[src/rtl/unary_adder_acc_pkg.sv]
// -----------------------------------------------------------------------------
// unary_adder_acc_pkg
// Shared constants for the unary adder/accumulator block.
//   WIDTH_DEF  : default accumulator width (values 0..2^WIDTH-1)
//   MODE_WRITE : read_or_write encoding for accumulate mode
//   MODE_READ  : read_or_write encoding for unary replay mode
// -----------------------------------------------------------------------------
package unary_adder_acc_pkg;

    localparam int WIDTH_DEF = 9;

    localparam logic MODE_WRITE = 1'b0;
    localparam logic MODE_READ  = 1'b1;

    // Decoded view of the mode pin, used by the top-level next-state logic.
    typedef enum logic [1:0] {
        OP_HOLD  = 2'd0,
        OP_WRITE = 2'd1,
        OP_READ  = 2'd2
    } acc_op_e;

    // Collapse enable and mode pins into a single operation code.
    function automatic acc_op_e decode_op(input logic en, input logic mode);
        acc_op_e op;
        if (!en) begin
            op = OP_HOLD;
        end else if (mode == MODE_READ) begin
            op = OP_READ;
        end else begin
            op = OP_WRITE;
        end
        return op;
    endfunction

endpackage

[src/rtl/unary_adder_acc_serializer.sv]
// -----------------------------------------------------------------------------
// unary_serializer
// Read-mode half of the accumulator: computes the decremented count and
// generates the registered unary pulse on dout (one pulse per stored unit).
// The count register itself lives in the top so it stays visible as "count".
// Ports:
//   clk, rst_n : clock, asynchronous active-low reset
//   en         : block enable; dout holds when low
//   rd_sel     : 1 when the block is in read mode
//   count      : current accumulator value
//   count_dec  : next accumulator value for a read cycle (saturates at 0)
//   dout       : registered unary output pulse
// -----------------------------------------------------------------------------
module unary_serializer
    import unary_adder_acc_pkg::*;
#(
    parameter int WIDTH = WIDTH_DEF
) (
    input  logic             clk,
    input  logic             rst_n,
    input  logic             en,
    input  logic             rd_sel,
    input  logic [WIDTH-1:0] count,
    output logic [WIDTH-1:0] count_dec,
    output logic             dout
);

    localparam logic [WIDTH-1:0] ZERO = {WIDTH{1'b0}};
    localparam logic [WIDTH-1:0] ONE  = {{(WIDTH-1){1'b0}}, 1'b1};

    logic nonzero_s;
    logic dout_next_s;
    logic dout_r;

    // Down-count with floor at zero so an empty counter never wraps.
    always_comb begin
        nonzero_s = (count != ZERO);
        count_dec = count;
        if (nonzero_s) begin
            count_dec = count - ONE;
        end else begin
            count_dec = ZERO;
        end
    end

    // A pulse is emitted only while reading a non-empty counter; write mode forces 0.
    always_comb begin
        dout_next_s = 1'b0;
        if (rd_sel && nonzero_s) begin
            dout_next_s = 1'b1;
        end else begin
            dout_next_s = 1'b0;
        end
    end

    // Output pulse register, held while the block is disabled.
    always_ff @(posedge clk or negedge rst_n) begin
        if (!rst_n) begin
            dout_r <= 1'b0;
        end else if (en) begin
            dout_r <= dout_next_s;
        end else begin
            dout_r <= dout_r;
        end
    end

    assign dout = dout_r;

endmodule

[src/rtl/unary_adder_acc.sv]
// -----------------------------------------------------------------------------
// unary_adder_acc
// Adds two unary pulse streams (A, B) into a binary accumulator in write mode
// and replays the total as a unary pulse train on dout in read mode.
// Ports:
//   clk           : rising-edge clock
//   rst_n         : asynchronous active-low reset (clears count, dout, C)
//   A, B          : unary operand streams, each high sample adds 1
//   en            : block enable; all state holds when low
//   read_or_write : 0 = accumulate, 1 = replay
//   dout          : registered unary output
//   C             : registered sticky overflow flag, cleared only by reset
// -----------------------------------------------------------------------------
module unary_adder_acc
    import unary_adder_acc_pkg::*;
#(
    parameter int WIDTH = WIDTH_DEF
) (
    input  logic clk,
    input  logic rst_n,
    input  logic A,
    input  logic B,
    input  logic en,
    input  logic read_or_write,
    output logic dout,
    output logic C
);

    // Accumulator; name kept as "count" for hierarchical debug access.
    logic [WIDTH-1:0] count;
    logic             c_r;

    acc_op_e          op_s;
    logic [WIDTH:0]   sum_s;
    logic [WIDTH-1:0] count_dec_s;
    logic [WIDTH-1:0] count_next_s;
    logic             carry_set_s;
    logic             rd_sel_s;

    assign rd_sel_s = (read_or_write == MODE_READ);

    unary_serializer #(
        .WIDTH (WIDTH)
    ) u_serializer (
        .clk       (clk),
        .rst_n     (rst_n),
        .en        (en),
        .rd_sel    (rd_sel_s),
        .count     (count),
        .count_dec (count_dec_s),
        .dout      (dout)
    );

    // Sum is one bit wider than the counter so the top bit flags overflow.
    always_comb begin
        sum_s = {1'b0, count} + {{WIDTH{1'b0}}, A} + {{WIDTH{1'b0}}, B};
    end

    // Select next accumulator value and whether this edge sets the carry.
    always_comb begin
        op_s         = decode_op(en, read_or_write);
        count_next_s = count;
        carry_set_s  = 1'b0;
        case (op_s)
            OP_WRITE: begin
                count_next_s = sum_s[WIDTH-1:0];
                carry_set_s  = sum_s[WIDTH];
            end
            OP_READ: begin
                count_next_s = count_dec_s;
                carry_set_s  = 1'b0;
            end
            OP_HOLD: begin
                count_next_s = count;
                carry_set_s  = 1'b0;
            end
            default: begin
                count_next_s = count;
                carry_set_s  = 1'b0;
            end
        endcase
    end

    // Accumulator register; next value already accounts for enable.
    always_ff @(posedge clk or negedge rst_n) begin
        if (!rst_n) begin
            count <= {WIDTH{1'b0}};
        end else begin
            count <= count_next_s;
        end
    end

    // Sticky overflow flag: once set it stays until reset.
    always_ff @(posedge clk or negedge rst_n) begin
        if (!rst_n) begin
            c_r <= 1'b0;
        end else if (carry_set_s) begin
            c_r <= 1'b1;
        end else begin
            c_r <= c_r;
        end
    end

    assign C = c_r;

endmodule

[config.mk]
export PLATFORM = sky130hd
export DESIGN_NAME = unary_adder_acc
export DESIGN_NICKNAME = d
export VERILOG_FILES = /design/src/rtl/unary_adder_acc_pkg.sv /design/src/rtl/unary_adder_acc_serializer.sv /design/src/rtl/unary_adder_acc.sv
export SDC_FILE = /design/constraint.sdc
export NUM_CORES = 1
export LEC_CHECK = 0
export ABC_AREA = 1
export CAP_MARGIN = 5
export CORE_MARGIN = 2
export CORE_UTILIZATION = 30
export CTS_CLUSTER_DIAMETER = 100
export DETAILED_ROUTE_END_ITERATION = 10
export PLACE_DENSITY_LB_ADDON = 0.2
export SYNTH_ARGS = -nofsm -noshare
export SYNTH_HDL_FRONTEND = slang
export SYNTH_SLANG_ARGS = --single-unit
[constraint.sdc]
create_clock -name clk -period 3.8 [get_ports clk]
set_input_delay 0.38 -clock clk [delete_from_list [all_inputs] [get_ports clk]]
set_output_delay 0.38 -clock clk [all_outputs]
set_load 0.01 [all_outputs]
==> results_dict.tcl <==
set metrics [dict create \
    hold_violations 0 \
    r2r_start "count[0]$_DFFE_PN0P_" \
    yosysWarnings 0 \
    die_x_um 58.8 \
    nets 153 \
    antenna_found_initial 0 \
    syn-num-nets 144 \
    n_antenna_cell 0 \
    cp-start-kind "input pin" \
    synth_compound_area_share_pct 13.0 \
    grt_pass1_wl_um 3760 \
    core-area_mm2 0.00281 \
    place.gp.congestion 0.798 \
    drt_iter0_drc 14 \
    cts_hold_buf 0 \
    ant_nets 0 \
    fp-row-count 19 \
    fillers 321 \
    ys_seq_area_share_pct 30.5 \
    synth-xor-area-share_pct 0.971 \
    die_area_mm2 0.00346 \
    reg2reg_slack_ns 1.99 \
    syn_avg_cell_area_um2 6.68 \
    cts_made_buffers 3 \
    viasPerCell 4.98 \
    fin_setup_tns_ns 0 \
    crit_path_max_fanout 3 \
    cts_root_buf "clkbuf_4" \
    clock_skew_ns 0.00647 \
    critPathCaptureType "register" \
    grt.overflow.total 0 \
    dp_hpwl_um 1570 \
    worst_skew_pair.late_latency_ns 0.28 \
    wire_per_inst_um 11.6 \
    reg2reg_depth 11 \
    synth_top_family_by_area "simple AND/OR/NAND/NOR gates" \
    synth_area_leader_cell "dfrtp_1" \
    status "completed" \
    yosys-top-cells-area "dfrtp_1, nand2_1, nor2_1" \
    synth_top_area_share_pct 30.5 \
    final-setup-viol-count 0 \
    fmax_mhz 496 \
    slew_viol_final 0 \
    yosys.area_share.simple_pct 40.8 \
    finalCritPeriodShare_pct 53.1 \
    layout-drive-gt1-share_pct 9.79 \
    hp-class "input pin to async pin" \
    cts.htree.levels 1 \
    cts_max_path_buffers 2 \
    worstReg2RegEnd "count[8]$_DFFE_PN0P_" \
    critPathArrivalTime_ns 2.20 \
    p_per_area_mw_per_mm2 435 \
    fp.dieH_um 58.8 \
    first_global_vias 854 \
    cts.sinks 11 \
    path_class "input pin to register" \
    syn_inst 135 \
    netlist_area_um2 902 \
    yosys-mux-area-fraction_pct 0 \
    grt_usage_pct 14.5 \
    num_vias 866 \
    clkTransAtPathRegs_ns 0.09 \
    synth_seq_cells 11 \
    synth_cell_types 23 \
    cts_setup_buffers 0 \
    power.leakage_nw 0.528 \
    worstPathRequired_ns 3.98 \
    numPortBuffers 7 \
    start_util_pct 32.2 \
    finalCriticalPeriod_ns 2.02 \
    drt-total-wl_um 2010 \
    holdWs_ns 0.455 \
    tritoncts "built" \
    drv_cap 0 \
    pin_count 8 \
    ir_drop_mv 0.206 \
    synth_adder_area_share_pct 4.99 \
    cts_resized 0 \
    drc 0 \
    worst_pin_slew_ns 0.567 \
    grt_max_degree 13 \
    grt_setup_unrepaired "no" \
    firstDrtPassIters 4 \
    relSlewSlack_pct 62.1 \
    area_growth_pct 12.8 \
]
-- Yosys cell counts, drive strengths merged --
master and number:
a21o 1, a21oi 7, buf 3, dfrtp 11, fa 1, ha 2
inv 18, nand2 39, nand3 14, nand3b 2, nand4 1, nor2 25
o21ai 9, o21bai 1, xor2 1
-- worst max-delay path by stage --
stage               startpoint  cells past startpoint                   end
finish                       A                     12  count[8]$_DFFE_PN0P_
global route                 A                     11  count[6]$_DFFE_PN0P_
CTS                          A                     12  count[8]$_DFFE_PN0P_
detailed placement           A                     12  count[8]$_DFFE_PN0P_
global placement             A                     12  count[8]$_DFFE_PN0P_
floorplan                    A                     11  count[8]$_DFFE_PN0P_
-- power breakdown --
part | total, mW | switching, mW | internal [mW] | leakage, nW
Clock | 0.0881 | 0.0474 | 0.0407 | 0.0150
Sequential | 0.183 | 0.0398 | 0.143 | 0.136
Combinational | 0.171 | 0.108 | 0.0633 | 0.377
Total | 0.442 | 0.195 | 0.247 | 0.528
-- sequential cells by signal, indices dropped and copies added, names as in the netlist --
| name | flops |
|---|---|
| C | 1 |
| count | 9 |
| u_serializer.dout | 1 |
-- final cells by class --
| class | count | area [µm²] | share of cell area [%] |
|---|---|---|---|
| clock buffer | 4 | 26.3 | 2.58 |
| tap | 31 | 38.8 | 3.81 |
| inverter | 18 | 67.6 | 6.64 |
| sequential | 11 | 275 | 27.1 |
| multi-input combinational | 103 | 539 | 53.0 |
| timing repair buffer | 7 | 70.1 | 6.89 |
-- cell usage in the layout, fill, tap and decap left out, drive strengths merged --
master / Yosys / final
inv: 18 / 18
o21ai: 9 / 9
nand3b: 2 / 2
fa: 1 / 1
clkbuf: 0 / 4
xor2: 1 / 1
nor2: 25 / 25
o21bai: 1 / 1
a21o: 1 / 1
nand3: 14 / 14
a21oi: 7 / 7
nand2: 39 / 39
ha: 2 / 2
nand4: 1 / 1
clkdlybuf4s50: 0 / 7
dfrtp: 11 / 11
-- metal layers --
layer  global-route usage, %  vias up  routed length (µm)
met4                    6.82        0                  40
li1                        -      440                   -
met2                    24.4       10                 986
met3                    2.64        5                  47
met1                    17.6      411                 939
met5                       0        -                   0
-- cells by family after synthesis --
group           Yosys count
buf+inv                  21
xor+xnor                  1
flops                    11
fa+ha+maj                 3
simple gates             81
compound gates           18
-- stage by stage --
stage | util [%] | setup slack (ns) | std cells | instance area (µm²) | power (mW)
global route | 36.3 | 1.68 | 174 | 1020 | 0.486
floorplan | - | 2.11 | 135 | 902 | 0.313
CTS | 36.3 | 1.77 | 174 | 1020 | 0.447
finish | 36.3 | 1.78 | 174 | 1020 | 0.442
global placement | 35.3 | 1.54 | 170 | 991 | 0.355
detailed placement | 35.3 | 1.49 | 170 | 991 | 0.359
-- worst max-delay path, cell delays in order --
cell	delay (ns)
clkdlybuf4s50_1	0.46
inv_1	0.05
fa_1	0.44
inv_1	0.09
ha_1	0.20
nand2_1	0.08
nor2_1	0.14
nand4_1	0.11
nand2_1	0.08
nand3_1	0.06
nand2_1	0.07
inv_1	0.03
Note: power is estimated with default switching activity, not from simulation.
